### src/rtl/nanorv32_irq_arb_pkg.sv
// rtl/nanorv32_irq_arb_pkg.sv - register map, FSM encoding and field widths for the IRQ arbiter.
package nanorv32_irq_arb_pkg;

  localparam int ADDR_W = 12;
  localparam int DATA_W = 32;
  localparam int ID_W   = 3;
  localparam int OFF_W  = 5;

  localparam logic [OFF_W-1:0] OFF_ENABLE  = 5'h00;
  localparam logic [OFF_W-1:0] OFF_PRIO    = 5'h04;
  localparam logic [OFF_W-1:0] OFF_PENDING = 5'h08;
  localparam logic [OFF_W-1:0] OFF_STATUS  = 5'h0C;
  localparam logic [OFF_W-1:0] OFF_EOI     = 5'h10;

  typedef enum logic [1:0] {
    ST_IDLE   = 2'd0,
    ST_REQ    = 2'd1,
    ST_ACTIVE = 2'd2
  } arb_state_e;

  function automatic logic [DATA_W-1:0] status_word(arb_state_e st, logic [ID_W-1:0] id);
    return {22'b0, st, 5'b0, id};
  endfunction

endpackage

### src/rtl/nanorv32_irq_prio_sel.sv
// rtl/nanorv32_irq_prio_sel.sv - combinational winner pick: highest priority, lowest index on ties.
module nanorv32_irq_prio_sel
  import nanorv32_irq_arb_pkg::*;
#(
  parameter int NUM_IRQ = 8,
  parameter int PRIO_W  = 2
) (
  input  logic [NUM_IRQ-1:0]        cand,
  input  logic [NUM_IRQ*PRIO_W-1:0] prio,
  output logic                      valid,
  output logic [ID_W-1:0]           id
);

  logic [PRIO_W-1:0] best;

  // Ascending scan with a strict '>' keeps the lowest index among equal priorities.
  always_comb begin
    valid = 1'b0;
    id    = '0;
    best  = '0;
    for (int i = 0; i < NUM_IRQ; i++) begin
      if (cand[i] && (!valid || prio[i*PRIO_W +: PRIO_W] > best)) begin
        valid = 1'b1;
        id    = ID_W'(i);
        best  = prio[i*PRIO_W +: PRIO_W];
      end
    end
  end

endmodule

### src/rtl/nanorv32_irq_arb.sv
// rtl/nanorv32_irq_arb.sv - APB-programmed interrupt arbiter with edge-latched pending and an IDLE/REQ/ACTIVE handshake.
module nanorv32_irq_arb
  import nanorv32_irq_arb_pkg::*;
#(
  parameter int NUM_IRQ = 8,
  parameter int PRIO_W  = 2
) (
  input  logic              clk,
  input  logic              rst,
  input  logic              apb_psel,
  input  logic [ADDR_W-1:0] apb_paddr,
  input  logic              apb_penable,
  input  logic              apb_pwrite,
  input  logic [DATA_W-1:0] apb_pwdata,
  output logic [DATA_W-1:0] apb_prdata,
  output logic              apb_pready,
  output logic              apb_pslverr,
  input  logic [NUM_IRQ-1:0] irq_src,
  output logic              cpu_irq,
  output logic [ID_W-1:0]   cpu_irq_id,
  input  logic              cpu_irq_ack
);

  localparam int PRIO_BITS = NUM_IRQ * PRIO_W;

  logic [NUM_IRQ-1:0]   enable, pending, src_q, edge_det, w1c, ack_clr, cand, req_mask;
  logic [PRIO_BITS-1:0] prio;
  logic [ID_W-1:0]      req_id, active_id, sel_id;
  logic                 sel_valid, rst_q, wr, ack_take;
  logic [OFF_W-1:0]     off;
  arb_state_e           state;
  logic                 unused_bits;

  assign apb_pready  = 1'b1;
  assign apb_pslverr = 1'b0;
  assign unused_bits = ^{apb_paddr[ADDR_W-1:OFF_W], apb_pwdata};

  assign off      = apb_paddr[OFF_W-1:0];
  assign wr       = apb_psel && !apb_penable && apb_pwrite;
  // rst_q masks the first post-reset cycle so a source held high through reset is not an edge.
  assign edge_det = irq_src & ~src_q & {NUM_IRQ{~rst_q}};
  assign req_mask = NUM_IRQ'(1) << req_id;
  assign ack_take = (state == ST_REQ) && cpu_irq_ack;
  assign ack_clr  = ack_take ? req_mask : '0;
  assign w1c      = (wr && off == OFF_PENDING) ? apb_pwdata[NUM_IRQ-1:0] : '0;
  assign cand     = pending & enable;
  assign cpu_irq_id = req_id;

  nanorv32_irq_prio_sel #(
    .NUM_IRQ(NUM_IRQ),
    .PRIO_W (PRIO_W)
  ) u_prio_sel (
    .cand (cand),
    .prio (prio),
    .valid(sel_valid),
    .id   (sel_id)
  );

  always_ff @(posedge clk) begin
    if (rst) begin
      enable    <= '0;
      prio      <= '0;
      pending   <= '0;
      src_q     <= '0;
      rst_q     <= 1'b1;
      active_id <= '0;
      req_id    <= '0;
      cpu_irq   <= 1'b0;
      state     <= ST_IDLE;
    end else begin
      rst_q   <= 1'b0;
      src_q   <= irq_src;
      pending <= (pending & ~(w1c | ack_clr)) | edge_det;
      if (wr && off == OFF_ENABLE) enable <= apb_pwdata[NUM_IRQ-1:0];
      if (wr && off == OFF_PRIO)   prio   <= apb_pwdata[PRIO_BITS-1:0];
      case (state)
        ST_IDLE: begin
          if (sel_valid) begin
            req_id  <= sel_id;
            cpu_irq <= 1'b1;
            state   <= ST_REQ;
          end
        end
        ST_REQ: begin
          // Ack beats a same-cycle software clear of the requested bit.
          if (cpu_irq_ack) begin
            active_id <= req_id;
            cpu_irq   <= 1'b0;
            state     <= ST_ACTIVE;
          end else if (|(w1c & req_mask)) begin
            cpu_irq <= 1'b0;
            state   <= ST_IDLE;
          end
        end
        ST_ACTIVE: begin
          if (wr && off == OFF_EOI) state <= ST_IDLE;
        end
        default: begin
          cpu_irq <= 1'b0;
          state   <= ST_IDLE;
        end
      endcase
    end
  end

  always_comb begin
    apb_prdata = '0;
    if (apb_psel && !apb_pwrite) begin
      case (off)
        OFF_ENABLE:  apb_prdata = DATA_W'(enable);
        OFF_PRIO:    apb_prdata = DATA_W'(prio);
        OFF_PENDING: apb_prdata = DATA_W'(pending);
        OFF_STATUS:  apb_prdata = status_word(state, active_id);
        default:     apb_prdata = '0;
      endcase
    end
  end

endmodule

### config.mk
export PLATFORM = sky130hd
export DESIGN_NAME = nanorv32_irq_arb
export DESIGN_NICKNAME = d
export VERILOG_FILES = /design/src/rtl/nanorv32_irq_arb_pkg.sv /design/src/rtl/nanorv32_irq_prio_sel.sv /design/src/rtl/nanorv32_irq_arb.sv
export SDC_FILE = /design/constraint.sdc
export NUM_CORES = 1
export LEC_CHECK = 0
export CORE_MARGIN = 5
export CORE_UTILIZATION = 57
export DETAILED_ROUTE_END_ITERATION = 7
export DONT_BUFFER_PORTS = 1
export PLACE_DENSITY = 0.87
export SLEW_MARGIN = 10
export SYNTH_ARGS = -nofsm -noshare
export SYNTH_HDL_FRONTEND = slang
export SYNTH_SLANG_ARGS = --single-unit
### constraint.sdc
create_clock -name clk -period 7.5 [get_ports clk]
set_input_delay 0.75 -clock clk [delete_from_list [all_inputs] [get_ports clk]]
set_output_delay 0.75 -clock clk [all_outputs]
set_load 0.005 [all_outputs]
* Word level (Yosys, flattened, before mapping) *
Cells that the tools add are included.

operators by class
  $lt $le $gt $ge = 7
  eq/ne operators = 9
  shift operators = 1
  mux-type cells = 36
  bitwise operators = 11
  reduce and logical (&&, ||, !) cells = 38

operators with widths
  operator                                         count
  one-hot mux 16 bit (4 select lines)              1
  AND 8 bit                                        5
  2-to-1 mux 2 bit                                 13
  2-to-1 mux 16 bit                                1
  2-to-1 mux 8 bit                                 2
  NOT 8 bit                                        2
  bitwise OR 8 bit                                 2
  logical AND 1 bit                                15
  > comparator 2 bit                               7
  2-to-1 mux 1 bit                                 13
  2-to-1 mux 3 bit                                 4
  == test 5 x 4 -> 1 bit, second input constant    2
  zero test 1 bit                                  9
  OR reduction 8 bit                               1
  << shifter 1 x 3 -> 8 bit, first input constant  1
  logical OR 1 bit                                 7
  one-hot mux 2 bit (3 select lines)               1
  AND reduction 3 bit                              2
  == test 5 x 3 -> 1 bit, second input constant    1
  == test 5 bit, second input constant             1
  zero test 5 bit                                  1
  != test 2 bit, second input constant             2
  AND reduction 2 bit                              2
  != test 3 x 2 -> 1 bit, second input constant    1
  other kinds (5)                                  6

word-level totals
  register bits = 50
  input bits = 58
  output and inout port bits = 38

* Logic depth before layout (Yosys ltp) *
  depth after elaboration = 32
  depth in mapped cells = 50

* Hierarchy *
A second synthesis with hierarchy kept.

unflattened totals
  cell total of the unflattened synthesis = 391
  area total of the unflattened synthesis = 3,298.2 um2

modules (own cells, without submodules)
  module                 instances  cells an instance  area each (um2)
  nanorv32_irq_arb       1          294                2,611.3
  nanorv32_irq_prio_sel  1          97                 686.9

* Least setup slack after synthesis *
OpenSTA, ideal clock, no wires.

  kind = reg2reg
  from = reg pending[0]
  to = reg req_id[0], in the netlist cpu_irq_id[0]
  setup time = 0.145 ns
  arrival = 7.561 ns
  required time = 7.355 ns
  setup slack = -0.206 ns
  cell stages (with the launch flop) = 50
  path buffers = 0
  clock period less this slack = 7.706 ns
  cells stage by stage = dfxtp_1 and2_1 nand2_1 ha_1 nor2b_1 o2111ai_1 o21ai_0 a22o_1 ha_1 nor2_1 a22oi_1 nor2_1 a31oi_1 mux2i_1 inv_1 ha_1 nor2_1 a32oi_1 (+14 left out) a41oi_1 o21ai_0 o22ai_1 ha_1 nor2b_1 o21ai_0 nand2_1 and3_1 o31a_1 o21ai_0 ha_1 inv_1 a21oi_1 a211oi_1 or4_1 inv_1 a221o_1 a31oi_1

on the way
  word-level cells in the longest chain between the ends = 31
  elaborated cells on any way between the ends = 52
  classes of those cells = order compare (7); mux (22); bitwise (1); reduce/logical (22)

RTL lines
  item                                                   RTL line                     RTL
  start, declared                                        nanorv32_irq_arb.sv:26       logic [NUM_IRQ-1:0] enable, pending, src_q, edge_det, w1c, ack_clr, cand, req_mask;
  start signal, assigned                                 nanorv32_irq_arb.sv:73       pending <= (pending & ~(w1c | ack_clr)) | edge_det;
  AND 8 bit (*)                                          nanorv32_irq_arb.sv:46       assign cand = pending & enable;
  2-to-1 mux 2 bit or 2-to-1 mux 1 bit (tied branches)   nanorv32_irq_prio_sel.sv:22  if (cand[i] && (!valid || prio[i*PRIO_W +: PRIO_W] > best)) begin
  > comparator 2 bit or zero test 1 bit (tied branches)  nanorv32_irq_prio_sel.sv:22
  logical OR 1 bit                                       nanorv32_irq_prio_sel.sv:22
  logical AND 1 bit                                      nanorv32_irq_prio_sel.sv:22
  2-to-1 mux 2 bit or 2-to-1 mux 1 bit (tied branches)   nanorv32_irq_prio_sel.sv:22
  > comparator 2 bit or zero test 1 bit (tied branches)  nanorv32_irq_prio_sel.sv:22
  logical OR 1 bit                                       nanorv32_irq_prio_sel.sv:22
  (+15 left out)                                         --
  logical OR 1 bit                                       nanorv32_irq_prio_sel.sv:22
  logical AND 1 bit                                      nanorv32_irq_prio_sel.sv:22
  2-to-1 mux 2 bit or 2-to-1 mux 1 bit (tied branches)   nanorv32_irq_prio_sel.sv:22
  > comparator 2 bit or zero test 1 bit (tied branches)  nanorv32_irq_prio_sel.sv:22
  logical OR 1 bit                                       nanorv32_irq_prio_sel.sv:22
  logical AND 1 bit                                      nanorv32_irq_prio_sel.sv:22
  2-to-1 mux 1 bit                                       nanorv32_irq_prio_sel.sv:22
  AND reduction 2 bit (no line)                          --
  end signal, assigned                                   nanorv32_irq_arb.sv:79       req_id <= sel_id;
  end, declared                                          nanorv32_irq_arb.sv:28       logic [ID_W-1:0] req_id, active_id, sel_id;

Mark *: on every way between the ends. The rest lies on a longest branch, timed or not.
A chain may end at the register's enable or synchronous reset.

* Worst setup path in the final report *
Same ends and word-level chain as after synthesis.

==> metrics.cfg <==
[sta]
fin_tns_setup_ps = -1290
worst_clock_skew_ps = 7.86
tightest_slew_ps = 755
fmax_mhz = 126
rsz0062_at_grt = yes
maxSlewViolCount = 0
layout_setup_ws_ps = -460
slew_headroom_pct = 49.7
fin_crit_ps = 7960
setup_viol = 3
min_period_over_period_pct = 106
hold_violations = 0

[place]
port_buffers = 0
hpwl_um = 5930
post-place-cells = 449
place.gp.congestion = 0.897

[routing]
drc = 0
via_per_inst = 6.30
dr.first_iter.drc_count = 329
routedWlPerCell_um = 19.0
drt-total-wl_um = 8990
antenna_left = 0
first_pass_iters = 6
vias = 2982

[pwr]
p_clk_share_pct = 38.4
power.density_nw_per_um2 = 136
power_mw = 0.486
swShare_pct = 21.4
comb_power_share_pct = 4.5
p_int_mw = 0.382
ir_drop_mv = 0.170
sequentialPowerShare_pct = 57.1
p_leak_nw = 1.34
switchingPower_mw = 0.104

[worst_setup_path]
crit_path_max_fanout = 3
cp_num_buf_inv = 2
critPathCaptureType = flip-flop
criticalPathCategory = reg2reg
critPathArrivalTime_ps = 8130
slowest_stage = or4_4
crit_path_max_incr_delay_ps = 440
worst_path_dominant_cell_family = compound AO/OA/AOI/OAI gates
required_ps = 7670
start_kind = flip-flop

[clock_network]
clk_pin_slew_ps = 90
cts_buffer_depth = 2
cts_inserted_buffers = 5
insertion_delay_ps = 300
clock_sinks = 50
cts-root-buf = clkbuf_8
cts_tree = built
cts_max_level = 2

[hold_path]
hold_class = reg2reg

[floorplan]
die_h_um = 83.1
start_util_pct = 59.2
die-area_um2 = 6900
core_area_um2 = 5140
io_pins = 96
rows = 26
dieWidth_um = 83.1

[cells_and_area]
num_antenna_cells = 0
instances_no_fill = 473
fin_nets = 470
areaGrowthSynthToFinish_pct = 17.2
drive_above_1_share_pct = 22.3

[yosys]
ys_seq_elements = 50
yosysWarnings = 0
syn_area_um2 = 3040
synth_flop_cell = dfxtp_1
synth_cells = 377
synth_edf_count = 0
synthArstFlopShare_pct = 0
synth-seq-area-share_pct = 32.9
yosysUniqueCellTypes = 55
syn-mean-instance-area_um2 = 8.07

[global_routing]
grt_pass1_vias = 2718
grt_max_degree = 51
grt_pass1_wl_um = 13000
antenna_found_initial = 0
grt_overflow_total = 0
grt.total_usage_pct = 22.6

[flow_run]
cap_violations = 0

[outcome]
violations = setup timing
run_status = complete, but fails checks

==> final timing paths <==
path           startpoint            end  slack [ps]  cells after the start
min reg2reg  active_id[2]   active_id[2]         470                      2
min          active_id[2]   active_id[2]         470                      2
max reg2reg    pending[0]  cpu_irq_id[0]        -460                     46
max            pending[0]  cpu_irq_id[0]        -460                     46
==> power groups by stage <==
stage          clock (mW)  combinational [mW]  sequential (mW)
2_1_floorplan           0              0.0311            0.280
3_3_place_gp            0              0.0197            0.282
3_5_place_dp            0              0.0207            0.283
4_1_cts             0.188              0.0212            0.276
5_1_grt             0.203              0.0241            0.278
6_report            0.187              0.0218            0.277
==> Yosys cell counts, types with 2 or more instances <==
| cell type | n | share of area (%) |
|---|---|---|
| nand2b_1 | 3 | 0.62 |
| clkbuf_1 | 12 | 1.5 |
| nand3_1 | 8 | 1.3 |
| mux4_2 | 3 | 2.2 |
| and3_1 | 5 | 1.0 |
| inv_1 | 18 | 2.2 |
| a31oi_1 | 4 | 0.82 |
| mux2i_1 | 35 | 12 |
| o21ai_0 | 15 | 2.5 |
| o22ai_1 | 2 | 0.41 |
| a211oi_1 | 3 | 0.74 |
| nor2_1 | 73 | 9.0 |
| a21oi_1 | 32 | 5.3 |
| o31ai_1 | 3 | 0.74 |
| ha_1 | 10 | 4.1 |
| nor3_1 | 4 | 0.66 |
| nand2_1 | 22 | 2.7 |
| dfxtp_1 | 50 | 33 |
| o211ai_1 | 2 | 0.49 |
| conb_1 | 2 | 0.25 |
| nor2b_1 | 14 | 2.9 |
| and2_1 | 6 | 1.2 |
| buf_4 | 19 | 4.7 |
==> state kept, by name, summed over array words and instances (netlist names), 2 cells and up <==
signal	cells
prio	16
src_q	8
cpu_irq_id	3
state	2
enable	8
active_id	3
pending	8
==> through the flow <==
stage | utilization [%] | hold WS [ps] | setup slack, ps | instance area (um^2)
2_1_floorplan | - | 433 | 0.209 | 3120
3_5_place_dp | 61.1 | 446 | -519 | 3140
3_3_place_gp | 61.1 | 449 | -253 | 3140
4_1_cts | 67.4 | 458 | -264 | 3460
5_1_grt | 69.4 | 460 | -779 | 3570
6_report | 69.4 | 467 | -460 | 3570
==> layer usage <==
metal	vias to the layer above	track usage (%)	routed length, um
met4	0	6.84	324
met1	1398	27.1	3210
met3	44	6.14	967
met2	212	39.3	4480
met5	-	0	0
li1	1328	-	-
==> layout by cell type (no fill, tap or decap), types with 4 or more instances in the layout <==
cell and n:
and2_1 5, nand3_1 7, a21oi_1 29, nor2b_1 13, ha_4 4, ha_1 4
inv_1 16, nor3_1 4, clkbuf_8 5, nand2_1 19, conb_1 18, mux2i_1 35
nor2_1 68, nor2_2 4, buf_4 35, dfxtp_1 48, o21ai_0 11
==> layout make-up <==
cell class              instances  area (um^2)
multi-input cells             292         2040
fillers                       372         1570
flip-flops and latches         50         1000
repair buffers                 35          263
well taps                      70         87.6
clock buffers                   7         76.3
inverters                      18         67.6
clock inverters                 1         30.0
==> cell families after synthesis <==
group           after synthesis  synth area share [%]
compound gates               79                  16.5
fa+ha+maj                    10                  4.11
buf+inv                      51                  9.01
flops                        50                  32.9
mux                          38                  13.7
other cells                   2                 0.247
simple gates                147                  23.5
==> worst min-delay path: cells and delay by family (launching register included) <==
family             cells  cell delay (ps)
AOI/OAI and AO/OA      1               50
DFF                    1              330
and+or+nand+nor        1               50
==> repair_timing <==
| action | 4_1_cts | 5_1_grt |
|---|---|---|
| hold buffers | 0 | 0 |
| setup endpoints to repair | 3 | 3 |
| gates resized for setup | 29 | 14 |
| buffers inserted | 11 | 5 |
| pin swaps | 31 | 31 |
| gates cloned | 0 | 0 |
No activity file was read; power rests on OpenSTA's default activity.
